===== src/rtl/reg_writeback_queue_if.sv =====
// ----------------------------------------------------------------------------
// reg_writeback_queue_if
//   Bundles every non-clock signal of the register write-back queue.
//   Ports (directions given for the slave, i.e. the queue itself):
//     flush          in   synchronous queue clear
//     wbValid        in   producer has a write request
//     wbReady        out  queue can accept this cycle
//     wbReg/wbData   in   destination register and data of the request
//     drainEnable    in   downstream permits a register-file write
//     rfWrite*       out  register-file writeEnable/writeReg/writeData
//     lookupReg1/2   in   operand read addresses
//     fwdHit1/2      out  a queued entry targets the lookup address
//     fwdData1/2     out  data of the youngest matching entry (0 on miss)
//     pendingCount   out  number of queued entries
//   Handshake: a request transfers on a rising clk edge where wbValid and
//   wbReady are both 1; wbReady never depends on wbValid or drainEnable.
//   A register-file write happens on every rising edge with rfWriteEnable=1.
// ----------------------------------------------------------------------------
interface reg_writeback_queue_if #(
    parameter int n     = 32,
    parameter int r     = 7,
    parameter int DEPTH = 4
);
    localparam int CW = $clog2(DEPTH) + 1;

    logic          flush;
    logic          wbValid;
    logic          wbReady;
    logic [r-1:0]  wbReg;
    logic [n-1:0]  wbData;
    logic          drainEnable;
    logic          rfWriteEnable;
    logic [r-1:0]  rfWriteReg;
    logic [n-1:0]  rfWriteData;
    logic [r-1:0]  lookupReg1;
    logic [r-1:0]  lookupReg2;
    logic          fwdHit1;
    logic [n-1:0]  fwdData1;
    logic          fwdHit2;
    logic [n-1:0]  fwdData2;
    logic [CW-1:0] pendingCount;

    modport slave (
        input  flush, wbValid, wbReg, wbData, drainEnable, lookupReg1, lookupReg2,
        output wbReady, rfWriteEnable, rfWriteReg, rfWriteData,
               fwdHit1, fwdData1, fwdHit2, fwdData2, pendingCount
    );

    modport master (
        output flush, wbValid, wbReg, wbData, drainEnable, lookupReg1, lookupReg2,
        input  wbReady, rfWriteEnable, rfWriteReg, rfWriteData,
               fwdHit1, fwdData1, fwdHit2, fwdData2, pendingCount
    );
endinterface


===== src/rtl/reg_writeback_queue.sv =====
// ----------------------------------------------------------------------------
// reg_writeback_queue
//   In-order write-back buffer in front of the register-file write port.
//   Accepts one {reg, data} request per cycle, drains one entry per cycle
//   into the register file, and forwards still-queued data to two operand
//   lookups so reads never see stale values.
//   Ports:
//     clk     rising-edge clock
//     nReset  asynchronous active-low reset (discards all pending writes)
//     bus     reg_writeback_queue_if.slave, see the interface for signals
// ----------------------------------------------------------------------------
module reg_writeback_queue #(
    parameter int n     = 32,
    parameter int r     = 7,
    parameter int DEPTH = 4
) (
    input  logic                   clk,
    input  logic                   nReset,
    reg_writeback_queue_if.slave   bus
);
    localparam int PW = $clog2(DEPTH);
    localparam int CW = PW + 1;

    // Entry storage carries no reset: only head..head+count-1 is ever read.
    logic [r-1:0]  reg_mem_q  [DEPTH];
    logic [n-1:0]  data_mem_q [DEPTH];

    logic [PW-1:0] head_q, head_d;
    logic [PW-1:0] tail_q, tail_d;
    logic [CW-1:0] count_q, count_d;

    logic accept;
    logic drain;

    // Ready looks only at registered state and flush, so a full queue
    // refuses even on a cycle where it is also draining.
    assign bus.wbReady       = (count_q < CW'(DEPTH)) && !bus.flush;
    assign bus.rfWriteEnable = (count_q != '0) && bus.drainEnable && !bus.flush;
    assign bus.rfWriteReg    = reg_mem_q[head_q];
    assign bus.rfWriteData   = data_mem_q[head_q];
    assign bus.pendingCount  = count_q;

    assign accept = bus.wbValid && bus.wbReady;
    assign drain  = bus.rfWriteEnable;

    // Pointer/count next state. Flush wins; accept and drain are already
    // suppressed by flush through wbReady/rfWriteEnable.
    always_comb begin
        head_d  = head_q;
        tail_d  = tail_q;
        count_d = count_q;
        if (bus.flush) begin
            head_d  = '0;
            tail_d  = '0;
            count_d = '0;
        end else begin
            if (accept) tail_d = tail_q + PW'(1);
            if (drain)  head_d = head_q + PW'(1);
            case ({accept, drain})
                2'b10:   count_d = count_q + CW'(1);
                2'b01:   count_d = count_q - CW'(1);
                default: count_d = count_q;
            endcase
        end
    end

    always_ff @(posedge clk or negedge nReset) begin
        if (!nReset) begin
            head_q  <= '0;
            tail_q  <= '0;
            count_q <= '0;
        end else begin
            head_q  <= head_d;
            tail_q  <= tail_d;
            count_q <= count_d;
        end
    end

    always_ff @(posedge clk) begin
        if (accept) begin
            reg_mem_q[tail_q]  <= bus.wbReg;
            data_mem_q[tail_q] <= bus.wbData;
        end
    end

    // Forwarding: walk from oldest to youngest valid entry; a later match
    // overwrites an earlier one, leaving the youngest. The head being
    // drained this cycle is still included.
    always_comb begin
        logic [PW-1:0] idx;
        bus.fwdHit1  = 1'b0;
        bus.fwdData1 = '0;
        bus.fwdHit2  = 1'b0;
        bus.fwdData2 = '0;
        idx          = '0;
        for (int i = 0; i < DEPTH; i++) begin
            idx = head_q + PW'(i);
            if (CW'(i) < count_q) begin
                if (reg_mem_q[idx] == bus.lookupReg1) begin
                    bus.fwdHit1  = 1'b1;
                    bus.fwdData1 = data_mem_q[idx];
                end
                if (reg_mem_q[idx] == bus.lookupReg2) begin
                    bus.fwdHit2  = 1'b1;
                    bus.fwdData2 = data_mem_q[idx];
                end
            end
        end
    end
endmodule


===== src/flat_wrapper.sv =====
// flat-port wrapper written by rule: the top's interface ports become plain ports
module reg_writeback_queue_flat 
#(
    parameter int n     = 32,
    parameter int r     = 7,
    parameter int DEPTH = 4
)
  (clk, nReset, bus_flush, bus_wbValid, bus_wbReg, bus_wbData, bus_drainEnable, bus_lookupReg1, bus_lookupReg2, bus_wbReady, bus_rfWriteEnable, bus_rfWriteReg, bus_rfWriteData, bus_fwdHit1, bus_fwdData1, bus_fwdHit2, bus_fwdData2, bus_pendingCount);
  reg_writeback_queue_if #(.n(n), .r(r), .DEPTH(DEPTH)) bus_i ();
  input  logic clk;
  input  logic nReset;
  input wire logic [$bits(bus_i.flush)-1:0] bus_flush;
  input wire logic [$bits(bus_i.wbValid)-1:0] bus_wbValid;
  input wire logic [$bits(bus_i.wbReg)-1:0] bus_wbReg;
  input wire logic [$bits(bus_i.wbData)-1:0] bus_wbData;
  input wire logic [$bits(bus_i.drainEnable)-1:0] bus_drainEnable;
  input wire logic [$bits(bus_i.lookupReg1)-1:0] bus_lookupReg1;
  input wire logic [$bits(bus_i.lookupReg2)-1:0] bus_lookupReg2;
  output wire logic [$bits(bus_i.wbReady)-1:0] bus_wbReady;
  output wire logic [$bits(bus_i.rfWriteEnable)-1:0] bus_rfWriteEnable;
  output wire logic [$bits(bus_i.rfWriteReg)-1:0] bus_rfWriteReg;
  output wire logic [$bits(bus_i.rfWriteData)-1:0] bus_rfWriteData;
  output wire logic [$bits(bus_i.fwdHit1)-1:0] bus_fwdHit1;
  output wire logic [$bits(bus_i.fwdData1)-1:0] bus_fwdData1;
  output wire logic [$bits(bus_i.fwdHit2)-1:0] bus_fwdHit2;
  output wire logic [$bits(bus_i.fwdData2)-1:0] bus_fwdData2;
  output wire logic [$bits(bus_i.pendingCount)-1:0] bus_pendingCount;
  assign bus_i.flush = bus_flush;
  assign bus_i.wbValid = bus_wbValid;
  assign bus_i.wbReg = bus_wbReg;
  assign bus_i.wbData = bus_wbData;
  assign bus_i.drainEnable = bus_drainEnable;
  assign bus_i.lookupReg1 = bus_lookupReg1;
  assign bus_i.lookupReg2 = bus_lookupReg2;
  assign bus_wbReady = bus_i.wbReady;
  assign bus_rfWriteEnable = bus_i.rfWriteEnable;
  assign bus_rfWriteReg = bus_i.rfWriteReg;
  assign bus_rfWriteData = bus_i.rfWriteData;
  assign bus_fwdHit1 = bus_i.fwdHit1;
  assign bus_fwdData1 = bus_i.fwdData1;
  assign bus_fwdHit2 = bus_i.fwdHit2;
  assign bus_fwdData2 = bus_i.fwdData2;
  assign bus_pendingCount = bus_i.pendingCount;
  reg_writeback_queue #(.n(n), .r(r), .DEPTH(DEPTH)) u_core (.clk(clk), .nReset(nReset), .bus(bus_i));
endmodule

===== config.mk =====
export PLATFORM = sky130hd
export DESIGN_NAME = reg_writeback_queue_flat
export DESIGN_NICKNAME = d
export VERILOG_FILES = /design/src/rtl/reg_writeback_queue_if.sv /design/src/rtl/reg_writeback_queue.sv /design/src/flat_wrapper.sv
export SDC_FILE = /design/constraint.sdc
export NUM_CORES = 1
export LEC_CHECK = 0
export BUFFER_PORTS_ARGS = -buffer_cell sky130_fd_sc_hd__buf_2
export CORE_ASPECT_RATIO = 1.4
export CORE_MARGIN = 4
export CORE_UTILIZATION = 30
export CTS_CLUSTER_SIZE = 30
export DETAILED_ROUTE_END_ITERATION = 7
export PLACE_DENSITY_LB_ADDON = 0.08
export REMOVE_ABC_BUFFERS = 1
export SLEW_MARGIN = 20
export SYNTH_ARGS = -nofsm -noshare
export SYNTH_HDL_FRONTEND = slang
export SYNTH_SLANG_ARGS = --single-unit

===== constraint.sdc =====
create_clock -name clk -period 8.93 [get_ports clk]
set_input_delay 0.893 -clock clk [delete_from_list [all_inputs] [get_ports clk]]
set_output_delay 0.893 -clock clk [all_outputs]
set_load 0.02 [all_outputs]

# Word level (Yosys, flattened, before mapping)
# Memories as Yosys holds them, arrays and structs flattened.
# Index checks and enable logic that the tools add are counted.
# classes
addsub	6
magnitude_cmp	5
eq_ne	10
n_mux	40
reduce_logical	9
# op_table
op	count
$mux 32	16
$eq 7x7->1	8
$mux 1	18
$mux 2	4
$lt 1x3->1 const A	2
$lt 2x3->1 const A	2
$pmux 3 s2	1
$reduce_bool 3->1	2
$add 2x1->2 const B	2
$add 2x2->2 const B	2
$logic_and 1x1->1	4
$reduce_bool 2->1	2
$add 3x1->3 const B	1
$lt 3x3->1 const B	1
$mux 3	1
$sub 3x1->3 const B	1
$eq 2x1->1 const B	1
$eq 2x2->1 const B	1
$logic_not 1->1	1
# word_totals
register_bits	7
mem_bits_rw	156
input_bits	58
output_inout_bits	110
mem_count	2
# memory_table
memory	depth	word_bits	read_ports	rd_clocked_by_memory_dff	wr	line_no	text
u_core.data_mem_q	4	32	4	0	1	reg_writeback_queue.sv:26	logic [n-1:0] data_mem_q [DEPTH];
u_core.reg_mem_q	4	7	4	0	1	reg_writeback_queue.sv:25	logic [r-1:0] reg_mem_q [DEPTH];

# Logic depth before layout (Yosys ltp)
# An unclocked memory read counts as a cell.
# depth
word_depth	10
ltp_mapped	13

# Worst setup path after synthesis
# No wires, ideal clock.
# synth_path
path_type	input to output
startpoint	input port bus_lookupReg1[1]
endpoint	output port bus_fwdData1[10]
arrival_time_ns	3.179
slack_ns	4.858
cell_stages	8
cell_sequence	clkbuf_1 xor2_1 o211ai_1 or4_1 a211o_1 buf_2 buf_4 a221oi_1
# synth_between
elab_chain_cells	9
elab_cells_between_ends	12
# synth_rtl
item	line_no	text
start, declared	flat_wrapper.sv:17	input wire logic [$bits(bus_i.lookupReg1)-1:0] bus_lookupReg1;
$eq 7x7->1	reg_writeback_queue.sv:99	if (reg_mem_q[idx] == bus.lookupReg1) begin
$mux 32	reg_writeback_queue.sv:99	
$mux 32	reg_writeback_queue.sv:98	if (CW'(i) < count_q) begin
$mux 32	reg_writeback_queue.sv:99	
$mux 32	reg_writeback_queue.sv:98	
$mux 32	reg_writeback_queue.sv:99	
$mux 32	reg_writeback_queue.sv:98	
$mux 32	reg_writeback_queue.sv:99	
$mux 32 (*)	reg_writeback_queue.sv:98	
end, declared	flat_wrapper.sv:24	output wire logic [$bits(bus_i.fwdData1)-1:0] bus_fwdData1;
# Every way passes the cells marked *; elsewhere a longest branch is shown, timed or not.

# Worst setup path in the final report
# layout_path
startpoint	register u_core.head_q[0]
endpoint	output port bus_fwdData2[6]
# layout_between
elab_chain_cells	10
elab_cells_between_ends	17
# layout_rtl
item	line_no	text
start, declared	reg_writeback_queue.sv:28	logic [PW-1:0] head_q, head_d;
start signal, assigned	reg_writeback_queue.sv:69	head_q <= '0;
start signal, assigned	reg_writeback_queue.sv:73	head_q <= head_d;
parallel branches: the longest is 9 deep, another holds $mem_v2 4x7	--	
$mux 32 (*)	reg_writeback_queue.sv:98	
end, declared	flat_wrapper.sv:26	output wire logic [$bits(bus_i.fwdData2)-1:0] bus_fwdData2;
# Mark *: on every way between the ends.

==> impl_metrics.py <==
metrics = {
    "run_status": {
        "status": "complete, no violations",
    },
    "die": {
        "start_util_pct": 30.36,
        "fp.dieArea_um2": 43040,
        "dieWidth_um": 176.5,
        "core_area_um2": 39280,
        "die_y_um": 243.9,
        "core.rowCount": 86,
        "ios": 168,
    },
    "global_route": {
        "antenna_found_initial": 4,
        "grt_overflow_total": 0,
        "grt_pass1_wl_um": 57550,
        "grt_pass1_vias": 9302,
        "grt_start_max_net_pins": 71,
        "grt_usage_pct": 17.57,
    },
    "final_layout": {
        "drive_above_1_share_pct": 32.58,
        "fillCellCount": 3971,
        "antenna_cells": 0,
        "final_nets": 1163,
        "stdcell_count": 1639,
        "syn_to_final_growth_pct": 14.08,
        "final_util_pct": 34.63,
        "finalInstanceArea_um2": 13600,
    },
    "timing": {
        "setup_violations": 0,
        "fmax_mhz": 157.4,
        "finClkSkew_ps": 7.641,
        "slew_viol_final": 0,
        "relSlewSlack_pct": 27.42,
        "tns_ps": 0,
        "holdWs_ps": 285.2,
        "finalCritPeriodShare_pct": 71.13,
        "fin_crit_ps": 6352,
        "hold_violations": 0,
        "worstMarginPinSlew_ps": 1089,
        "rsz0062_at_grt": "no",
    },
    "worst_setup_path": {
        "crit_arrival_ps": 5460,
        "crit_path_end_kind": "primary output",
        "cp-start-kind": "flop",
        "crit_fanout": 58,
        "path_class": "flop to primary output",
        "required_ps": 8040,
    },
    "yosys": {
        "synthFlopType": "edfxtp_1",
        "synth-simple-area-share_pct": 11.42,
        "synth_top_area_cell": "edfxtp_1",
        "synth_seq_cells": 163,
        "synth_area_leaders": "edfxtp_1, mux4_2, mux2i_1",
        "syn_area_um2": 11920,
        "syn_avg_cell_area_um2": 11.96,
        "postSynthCellCount": 997,
        "synth-edff-count": 156,
        "synth_fa_ha_area_share_pct": 0.7346,
        "synth_xor_area_share_pct": 4.261,
        "ys_async_sr_fraction_pct": 4.294,
        "synth_top_area_share_pct": 39.29,
        "synthDistinctLibCells": 55,
        "synth_compound_area_share_pct": 11.81,
        "ys_seq_area_share_pct": 40.76,
        "ys_warn_count": 0,
        "muxShareOfSynthArea_pct": 26.07,
        "synth_top_family_by_area": "multiplexers",
    },
    "place": {
        "dp_hpwl_um": 24720,
        "placed_cells": 1607,
        "dpl_cell_area_um2": 13050,
        "routabilityCongestion": 0.7591,
        "io_buffers": 167,
    },
    "route": {
        "first_pass_iters": 4,
        "vias": 8882,
        "post_drt_via_cell_ratio": 5.419,
        "routedWlPerCell_um": 23.00,
        "drcViolationCount": 0,
        "ant_nets": 0,
        "drt_iter0_markers": 555,
        "routed_wl_um": 37700,
    },
    "power": {
        "p_leak_nw": 4.419,
        "peakVddDrop_mv": 0.09995,
        "p_switching_mw": 1.055,
        "power.share.clock_pct": 24.3,
        "p_per_area_nw_per_um2": 212.1,
        "internal_power_mw": 1.831,
        "p_sw_share_pct": 36.55,
        "pwr-share-comb_pct": 41.5,
        "pwr-share-seq_pct": 34.2,
    },
    "clock_network": {
        "postCtsSetupRepairBufs": 0,
        "clock_latency_ps": 430,
        "root_buffer": "clkbuf_16",
        "h-tree-depth": 4,
        "path_clk_slew_ps": 60,
        "cts_max_path_buffers": 2,
        "tritoncts": "yes",
        "cts_made_buffers": 17,
        "cts_resized": 0,
        "cts.sinks": 163,
        "hold_buffers": 0,
    },
    "hold_path": {
        "hold_class": "primary input to async pin",
    },
    "job": {
        "maxCapViolCount": 0,
    },
}
[flip-flops by register name, summed over array words and instances (netlist names)]
| name | cells |
|---|---|
| u_core.bus.pendingCount | 3 |
| u_core.data_mem_q | 128 |
| u_core.head_q | 2 |
| u_core.reg_mem_q | 28 |
| u_core.tail_q | 2 |
[metrics by stage]
stage | setup slack [ps] | power, mW
4_1_cts | 2465 | 2.933
3_3_place_gp | 3033 | 2.226
5_1_grt | 2201 | 3.064
3_5_place_dp | 3012 | 2.220
6_report | 2578 | 2.885
2_1_floorplan | -4200 | 2.004
[critical path, cell delays in order, from the launching register on]
cell	delay, ps
dfrtp_4	990
buf_4	650
mux4_2	440
xnor2_1	150
nand4_1	90
or4_1	540
buf_4	320
nand2_1	790
buf_4	400
o21ai_0	140
a31oi_1	240
buf_2	220
[routing by layer]
metal / global-route usage, % / wire length [um]
met5: 0 / 61
met3: 2.933 / 1395
met1: 21.56 / 15650
met4: 5.077 / 769
met2: 31.59 / 19820
[power by group through the flow]
stage	Clock, mW	Combinational, mW	Sequential [mW]
after CTS	0.724	1.22	0.989
after global routing	0.759	1.30	1.00
final	0.701	1.20	0.987
after detailed placement	0	1.22	1.00
after floorplan	0	0.931	1.07
after global placement	0	1.22	1.00
[cell type report]
cell class	count	area, um^2	area share (%)
clock buffers	26	499.2	3.670
well taps	528	660.6	4.857
multi-input cells	719	6501	47.80
repair buffers	185	970.9	7.138
inverters	12	45.04	0.3312
clock inverters	6	57.56	0.4231
flip-flops and latches	163	4867	35.78
[kinds of logic (layout without fill, tap and decap cells)]
logic type                 Yosys count  after routing
buffers and inverters              115            229
adders and majority gates            7              7
xor gates and xnor gates            58             58
muxes                              185            185
AOI/OAI and AO/OA                  204            204
DFF                                163            163
and+or+nand+nor                    265            265
[synth_stat cells, types with 5 or more instances]
cell and instances:
o22ai_1 28, nand4_1 6, buf_4 9, clkbuf_1 39, mux2_2 14, nor2b_1 18
xor2_1 11, o21a_1 5, ha_1 7, o21ai_0 13, nand2_1 53, a211oi_1 14
nand3_1 32, buf_2 37, inv_1 12, mux4_2 99, a21oi_1 67, nor2_1 86
dfrtp_1 7, a31oi_1 32, buf_1 8, nor3_1 11, buf_6 9, nor3b_1 23
a221oi_1 11, mux2i_1 72, edfxtp_1 156, a221oi_2 15, xnor2_1 47, and2_1 8
[layout by cell type, fill, tap and decap left out, types with 17 or more instances in the layout]
cell       count
nand2_1       53
mux2i_1       72
nor3b_1       23
a21oi_1       67
xnor2_1       47
mux4_2        99
edfxtp_1     156
nand3_1       32
a31oi_1       32
nor2b_1       17
o22ai_1       28
buf_4         18
buf_2        167
nor2_1        85
clkbuf_16     17
[final timing paths]
| check | from | endpoint | slack, ps | depth (start not counted) |
|---|---|---|---|---|
| setup / recovery | u_core.head_q[0]$_DFFE_PN0P_ | bus_fwdData2[6] | 2580 | 11 |
| hold / removal | nReset | u_core.bus.pendingCount[0]$_DFFE_PN0P_ | 290 | 1 |
| setup reg to reg | u_core.bus.pendingCount[2]$_DFFE_PN0P_ | u_core.data_mem_q[2][3]$_DFFE_PP_ | 6060 | 4 |
| hold reg to reg | u_core.tail_q[1]$_DFFE_PN0P_ | u_core.tail_q[1]$_DFFE_PN0P_ | 630 | 2 |
| max in group asynchronous | nReset | u_core.head_q[0]$_DFFE_PN0P_ | 8460 | 1 |
| min in group clk | u_core.tail_q[1]$_DFFE_PN0P_ | u_core.tail_q[1]$_DFFE_PN0P_ | 630 | 2 |
Note: power is estimated with default switching activity, not from simulation.
